==> config.mk <==
export PLATFORM = sky130hd
export DESIGN_NAME = mem_access_ctrl
export DESIGN_NICKNAME = d
export VERILOG_FILES = /design/src/rtl/mem_access_ctrl_pkg.sv /design/src/rtl/mem_wait_counter.sv /design/src/rtl/mem_access_ctrl.sv
export SDC_FILE = /design/constraint.sdc
export NUM_CORES = 1
export LEC_CHECK = 0
export ABC_AREA = 1
export CORE_MARGIN = 2
export CORE_UTILIZATION = 35
export CTS_BUF_LIST = sky130_fd_sc_hd__clkbuf_2 sky130_fd_sc_hd__clkbuf_4 sky130_fd_sc_hd__clkbuf_8
export CTS_CLUSTER_SIZE = 14
export DETAILED_ROUTE_END_ITERATION = 8
export DONT_BUFFER_PORTS = 1
export GPL_TIMING_DRIVEN = 0
export MAX_ROUTING_LAYER = met4
export PLACE_DENSITY_LB_ADDON = 0.1
export SLEW_MARGIN = 10
export SYNTH_ARGS = -nofsm -noshare
export SYNTH_HDL_FRONTEND = slang
export SYNTH_SLANG_ARGS = --single-unit
==> constraint.sdc <==
create_clock -name clk -period 1.5 [get_ports clk]
set_clock_uncertainty 0.2 [all_clocks]
set_input_delay 0.075 -clock clk [delete_from_list [all_inputs] [get_ports clk]]
set_output_delay 0.075 -clock clk [all_outputs]
set_load 0.05 [all_outputs]
==> src/rtl/mem_access_ctrl_pkg.sv <==
// Shared widths, wait default and FSM state encoding for mem_access_ctrl.
// Wait-state support is compiled in with MEMCTRL_WAIT_EN.
package mem_access_ctrl_pkg;

  localparam int ADLINES    = 8;
  localparam int DATALINES  = 16;
  localparam int WAITCYCLES = 2;
  localparam int WCNT_W     = 4;

  typedef enum logic [2:0] {
    S_IDLE   = 3'd0,
    S_SETUP  = 3'd1,
    S_ACCESS = 3'd2,
    S_WAIT   = 3'd3,
    S_DONE   = 3'd4
  } state_t;

  function automatic logic [WCNT_W-1:0] wait_load(input int n);
    return WCNT_W'(n);
  endfunction

endpackage

==> src/rtl/mem_wait_counter.sv <==
// Down-counter for ACCESS wait states; only built with MEMCTRL_WAIT_EN.
module mem_wait_counter
  import mem_access_ctrl_pkg::*;
#(
  parameter int W = WCNT_W
) (
  input  logic         clk,
  input  logic         rst,
  input  logic         i_load,
  input  logic         i_dec,
  input  logic [W-1:0] i_value,
  output logic [W-1:0] o_count,
  output logic         o_last
);

  logic [W-1:0] r_count;

  always_ff @(posedge clk or posedge rst) begin
    if (rst) begin
      r_count <= '0;
    end else if (i_load) begin
      r_count <= i_value;
    end else if (i_dec && (r_count != '0)) begin
      r_count <= r_count - 1'b1;
    end
  end

  assign o_count = r_count;
  assign o_last  = (r_count <= W'(1));

endmodule

==> src/rtl/mem_access_ctrl.sv <==
// CPU-to-RAMblock access sequencer: IDLE/SETUP/ACCESS/(WAIT)/DONE.
// Define MEMCTRL_WAIT_EN to add waitcycles extra ACCESS cycles.
module mem_access_ctrl
  import mem_access_ctrl_pkg::*;
#(
  parameter int adlines    = ADLINES,
  parameter int datalines  = DATALINES,
  parameter int waitcycles = WAITCYCLES
) (
  input  logic                 clk,
  input  logic                 rst,
  input  logic                 req,
  input  logic                 we,
  input  logic [adlines-1:0]   addr,
  input  logic [datalines-1:0] wdata,
  output logic [datalines-1:0] rdata,
  output logic                 ack,
  output logic                 busy,
  output logic [adlines-1:0]   ram_address,
  output logic [datalines-1:0] ram_datain,
  output logic                 ram_read,
  output logic                 ram_write,
  input  logic [datalines-1:0] ram_dataout
);

  if (waitcycles < 0 || waitcycles > 15) begin : g_bad_wait
    $error("waitcycles must be 0..15");
  end

  state_t                 r_state;
  logic [adlines-1:0]     r_addr;
  logic [datalines-1:0]   r_wdata;
  logic                   r_we;
  logic [datalines-1:0]   r_rdata;
  logic                   r_ack;
  logic                   r_busy;
  logic                   r_read;
  logic                   r_write;
  logic                   w_finish;

`ifdef MEMCTRL_WAIT_EN
  localparam logic [WCNT_W-1:0] LP_WAIT = wait_load(waitcycles);

  logic [WCNT_W-1:0] w_count;
  logic              w_last;
  logic              w_load;
  logic              w_dec;

  assign w_load = (r_state == S_ACCESS);
  assign w_dec  = (r_state == S_WAIT);

  mem_wait_counter #(
    .W (WCNT_W)
  ) u_wait (
    .clk     (clk),
    .rst     (rst),
    .i_load  (w_load),
    .i_dec   (w_dec),
    .i_value (LP_WAIT),
    .o_count (w_count),
    .o_last  (w_last)
  );

  // count==1 in WAIT means this cycle takes it to zero
  assign w_finish =
    ((r_state == S_ACCESS) && (LP_WAIT == '0)) ||
    ((r_state == S_WAIT) && w_last && (w_count != '0));
`else
  assign w_finish = (r_state == S_ACCESS);
`endif

  always_ff @(posedge clk or posedge rst) begin
    if (rst) begin
      r_state <= S_IDLE;
      r_addr  <= '0;
      r_wdata <= '0;
      r_we    <= 1'b0;
      r_rdata <= '0;
      r_ack   <= 1'b0;
      r_busy  <= 1'b0;
      r_read  <= 1'b0;
      r_write <= 1'b0;
    end else begin
      r_ack <= 1'b0;
      unique case (r_state)
        S_IDLE, S_DONE: begin
          if (req) begin
            r_state <= S_SETUP;
            r_busy  <= 1'b1;
            r_addr  <= addr;
            r_wdata <= wdata;
            r_we    <= we;
          end else begin
            r_state <= S_IDLE;
            r_busy  <= 1'b0;
          end
        end
        S_SETUP: begin
          r_state <= S_ACCESS;
          r_read  <= ~r_we;
          r_write <= r_we;
        end
        S_ACCESS, S_WAIT: begin
          if (w_finish) begin
            r_state <= S_DONE;
            r_read  <= 1'b0;
            r_write <= 1'b0;
            r_ack   <= 1'b1;
            if (!r_we) begin
              r_rdata <= ram_dataout;
            end
          end else begin
            r_state <= S_WAIT;
          end
        end
        default: begin
          r_state <= S_IDLE;
          r_busy  <= 1'b0;
          r_read  <= 1'b0;
          r_write <= 1'b0;
        end
      endcase
    end
  end

  assign rdata       = r_rdata;
  assign ack         = r_ack;
  assign busy        = r_busy;
  assign ram_address = r_addr;
  assign ram_datain  = r_wdata;
  assign ram_read    = r_read;
  assign ram_write   = r_write;

endmodule
[After elaboration in Yosys (flattened, before gate mapping)]
Index checks and enable logic that the tools add are counted.
Word-level totals
  register bits after elaboration: 48
  output and inout port bits: 44
  word-level logic and storage cells: 33
  bits of input ports: 44
Cells by class
  multiplexer cells: 10
  equality and inequality tests: 5
  bitwise logic cells: 2
  reductions and logical operators: 7
Operator list (number)
  3-bit one-hot mux with 3 select lines: 1
  3-bit by 2-bit equality test with 1-bit output (second input constant): 2
  1-bit one-hot mux with 3 select lines: 2
  1-bit 2-to-1 mux: 5
  2-bit AND reduction: 2
  2-bit OR reduction: 2
  3-bit by 1-bit equality test with 1-bit output (second input constant): 1
  3-bit equality test (second input constant): 1
  3-bit zero test: 1
  3-bit 2-to-1 mux: 1
  3-bit AND reduction: 1
  3-bit OR reduction: 1
  2-bit != test (second input constant): 1
  1-bit NOT: 2
  1-bit one-hot mux with 2 select lines: 1

[Longest topological paths before layout]
  word-level depth: 4
  mapped depth: 6
  mapped depth without buffers: 5

[Worst setup path before layout]
No wires, ideal clock.
  kind: register to register
  start: register r_state[2]
  end: register r_rdata[0] (netlist: rdata[0])
  data arrival time: 979 ps
  path slack: 202 ps
  required time: 1181 ps
  cell stages (with the launch flop): 6
  buffers on the path: 1
  setup time: 119 ps
  path through: dfrtp_1 nor2_8 nand3_4 buf_6 nand2_1 nand2_1
Between the ends
  longest elaborated chain between the ends: 3
Ends and longest elaborated chain
  from (decl): RTL line mem_access_ctrl.sv:30  | state_t r_state;
  from (signal assigned): RTL line mem_access_ctrl.sv:74  | r_state <= S_IDLE;
  from (signal assigned): RTL line mem_access_ctrl.sv:88  | r_state <= S_SETUP;
  from (signal assigned): RTL line mem_access_ctrl.sv:94  | r_state <= S_IDLE;
  3-bit by 2-bit equality test with 1-bit output, on equally long branches: RTL line mem_access_ctrl.sv:69, mem_access_ctrl.sv:85
  2-bit OR reduction
  3-bit AND reduction (no source line) *
  to (signal assigned): RTL line mem_access_ctrl.sv:110  | r_rdata <= ram_dataout;
  to (decl): RTL line mem_access_ctrl.sv:34  | logic [datalines-1:0] r_rdata;
Mark *: on every way between the ends. The rest lies on a longest branch, timed or not.
A chain may end at the register's enable or synchronous reset.

[Worst setup path after layout]
  start: register r_state[2]
  end: register r_rdata[8] (netlist: rdata[8])
The elaborated chain is that of the path after synthesis.

==> impl.org <==
** Outcome
- Status :: completed

** Cells and area
- Layout-stage area growth over the synthesis result :: 34.8%
- Cells fill 48.0% of the core in the end.
- The repair_antennas step left the layout with diodes totalling 0.
- The finished cells cover 2610 sq um.
- The count of cells in the finished layout, fillers not included, comes to 329.
- In the final design database the tool counted 300 nets.
- Filler cell count in the final layout :: ~520
- Cells with a size suffix above 1 make up a little over a tenth of the layout.

** Synthesis
- Synth cell count leaders :: nand2_1, dfrtp_1, inv_1, o21ai_0, nand4_1
- Combinational family with the most area after synthesis :: simple AND/OR/NAND/NOR gates
- After synthesis the netlist holds a flip-flop and latch count of between 40 and 50.
- Post-synth design cell area :: approximately 1900 sq um
- Of all flip-flops after synthesis, the portion carrying an async set or reset was 100%.
- Leading area contributor after synthesis :: dfrtp_1
- Count of flip-flops with a built-in enable after synthesis :: 0
- Post-synthesis share of cell area spent on and, or, nand and nor gates :: 22.5%
- Share of the synthesized area in compound gates (AO/OA/AOI/OAI) :: 6.46%
- Share of the yosys chip area belonging to registers :: 62.0%
- Ys Warns :: 0
- Sorting the synthesized cells by area gives the leading types as dfrtp_1, nand2_1, o21ai_0, inv_1, nand4_1.
- Synthesized instance count :: 205
- The synthesized netlist devotes 0% of its cell area to XOR and XNOR gates.
- By instance count, the leading cell after synthesis is nand2_1.
- Post-synthesis area per instance :: 9.45 sq um
- Post-synthesis adder-cell area fraction :: 0%
- Number of distinct standard cells referenced by the synthesized netlist :: 16
- Of the post-synthesis cell area, the dominant cell type holds 62.0%.
- After synthesis, the share of cell area in mux cells is 0%.
- Top FF cell, synth :: dfrtp_1
- Syn Nets :: 249

** Global route
- Global-route wire length before repair :: 7660 um
- Entering global routing, the biggest net connects 28 pins.
- The via count of the first global-routing pass is around 1700.
- For this run the aggregate overflow at the end of global routing stands at 0.
- Global routing consumed, over all layers together, between 15 and 20% of the routing resources.
- The number of antenna violations at the first check in global routing was 0.

** Floorplan
- Area of the die :: 6140 sq um
- In this run the core area contains 27 standard-cell rows.
- Initial Utilization :: between 30% and 40%
- The die is 78.4 um tall.
- Ports placed on the boundary :: 88
- The die is between 70 and 80 um wide.
- The floorplan step defined a core boundary enclosing 5440 sq um.

** Routing
- Dividing the detail-routed wire length by the instance count gives ~14 um.
- In this run, the number of DRC markers left after iteration 0 of detailed routing was 80.
- Number of routed nets with antenna violations :: 0
- The pre-antenna-repair detailed-routing pass consisted of 4 iterations.
- Dividing the detail-routed via count by the number of cells gives between 4 and 5.
- After detailed routing, the total wire length is 4720 um.
- The routed layout has 1580 vias.
- DRC Markers :: 0

** Timing
- Slew Limit Fails :: 0
- Hold Vio Cnt, Final :: 0
- In the final timing run, aggregate negative setup slack is 0 ps.
- Worst rel slew slack :: 66.4%
- Setup violators final :: 0
- Highest achievable clock rate :: 712 MHz
- Of the available clock period, the critical path in the final layout requires 93.6%.
- Actual transition at the worst max-transition pin :: 503 ps
- Unrepaired setup endpoints after global routing :: false
- Min Tclk post-route :: between 1000 and 1500 ps

** Setup path
- Worst Setup End Kind :: flop
- Startpoint class of the critical path :: flop
- Library cell contributing the largest single delay on the critical path :: dfrtp_2
- Kind of cell adding the most delay to the critical path :: flip-flops
- Setup slack on the worst reg-to-reg path comes out at 100 ps.
- Critical path start-end classification :: reg -> reg
- Max incr delay on CP :: around 480 ps
- Dominant cell type by count on the critical path :: nand2_1
- Critical path buffers and inverters :: 1
- In this run the worst path has a maximum fanout of 10.
- Data arrives at the worst endpoint at 1390 ps.
- Data required time at the worst endpoint :: ~1500 ps
- Walking the worst path, the cells encountered are nor2_8, nand3_4, buf_6, nand2_1, nand2_1.

** Min path
- Class of the worst hold path :: in -> async

** Clock tree
- Counting along the longest clock path gives a buffer depth of 2.
- The clock net in this run drives a total of 48 sinks.
- TritonCTS buffer count :: 5
- Clock slew seen by the registers of the worst setup and hold paths :: 90 ps
- In this run the number of H-tree levels came out at 2.
- Worst-skew pair later-pin latency :: 290 ps
- TritonCTS built the clock tree.
- Clock root buffer :: clkbuf_8

** Placed design
- Routability-driven placement finished with a final weighted congestion of 0.733.
- Detailed placement finished with a half-perimeter wire length of 3140 um.
- Port buffering added 0 buffers.
- Summing all placed instances gives a cell area of 2050 sq um.
- Including well taps, the total number of placed cells is 278.

** Pwr
- The share of total power dissipated in combinational logic is approximately a fifth.
- Switching Share :: between 50 and 60%
- Static leakage power :: 1.33 nW
- Switching power total :: roughly 3.8 mW
- Across the VDD grid, the largest voltage drop is 1.11 mV.
- PD cells :: 2590 nW/um^2
- The internal portion of the total power is around 3 mW.
- Clock group share of total power :: between 10 and 15%
- In this run, flip-flops and latches consume between 60% and 70% of the power.

** Run
- Maximum Capacitance Violations :: 0
-- routing by layer --
metal  global-route usage (%)  vias to the layer above  wire [um]
met5                        -                        -          0
met4                     5.26                        0         52
met3                     4.25                        6        296
met2                     29.7                       70       2460
met1                     18.5                      757       1900
li1                         -                      747          -
-- layout by cell type, fill, tap and decap left out --
cell	n
nand2_1	67
dfrtp_1	47
dlygate4sd3_1	43
inv_1	26
o21ai_0	25
nand4_1	16
clkbuf_8	7
buf_2	6
inv_2	3
nor3_1	3
nand3_4	2
nand3_1	2
buf_6	2
inv_4	1
nor2_8	1
buf_4	1
nor2_1	1
clkbuf_2	1
bufinv_16	1
buf_12	1
dfrtp_2	1
-- sequential cells by signal, summed over array words and instances, names as in the netlist --
name and count:
ram_datain 16, rdata 16, ram_address 8, r_state 3, ack 1, busy 1, r_we 1, ram_read 1
ram_write 1
-- cells by family (layout without fill, tap and decap cells) --
group                  after synthesis  in the layout
AO/OA/AOI/OAI                       25             25
flip-flops                          48             48
AND/OR/NAND/NOR                     92             92
buffers and inverters               40             92
-- final timing paths --
check	from	end	cells after the start
min	rst	ram_write	2
min reg2reg	r_state[0]	r_state[2]	1
max in group asynchronous	rst	r_state[2]	3
max reg2reg	r_state[2]	rdata[8]	5
max	r_state[2]	rdata[8]	5
min in group clk	addr[0]	ram_address[0]	3
-- final cells by class --
type,count,area [sq um],share of cell area (%)
clock inverters,1,30.0,1.15
plain buffers,10,65.1,2.49
flip-flops and latches,48,1200,46.1
clock buffers,7,96.3,3.69
repair buffers,44,450,17.3
inverters,30,115,4.41
well taps,72,90.1,3.45
multi-input cells,117,561,21.5
-- worst reg2reg max path, cell delays in order, from the launching register on --
cell and delay (ps):
dfrtp_2 480, nor2_8 190, nand3_4 130, buf_6 170, nand2_1 70, nand2_1 60
-- power by group through the flow --
stage | clock [mW] | combinational [mW] | sequential, mW
detailed placement | 0 | 1.36 | 4.37
global placement | 0 | 1.25 | 4.36
floorplan | 0 | 1.04 | 4.23
CTS | 1.04 | 1.44 | 4.35
global route | 1.12 | 1.65 | 4.42
finish | 1.01 | 1.41 | 4.34
-- stage by stage --
| stage | power, mW | worst slack [ps] | hold WS [ps] |
|---|---|---|---|
| after global placement | 5.61 | -388 | 22.6 |
| final | 6.76 | 96.0 | 57.2 |
| after detailed placement | 5.72 | -3.41 | -181 |
| after CTS | 6.83 | 38.7 | 65.9 |
| after floorplan | 5.28 | 80.5 | 17.8 |
| after global routing | 7.19 | 0.250 | 101 |
-- what timing repair did --
item | CTS | global route
hold buffers | 43 | 0
setup buffers | 0 | 0
hold endpoints to repair | 91 | 0
endpoints found under the setup margin | 4 | 20
gates resized for setup | 1 | 4
Note: power is estimated with default switching activity, not from simulation.
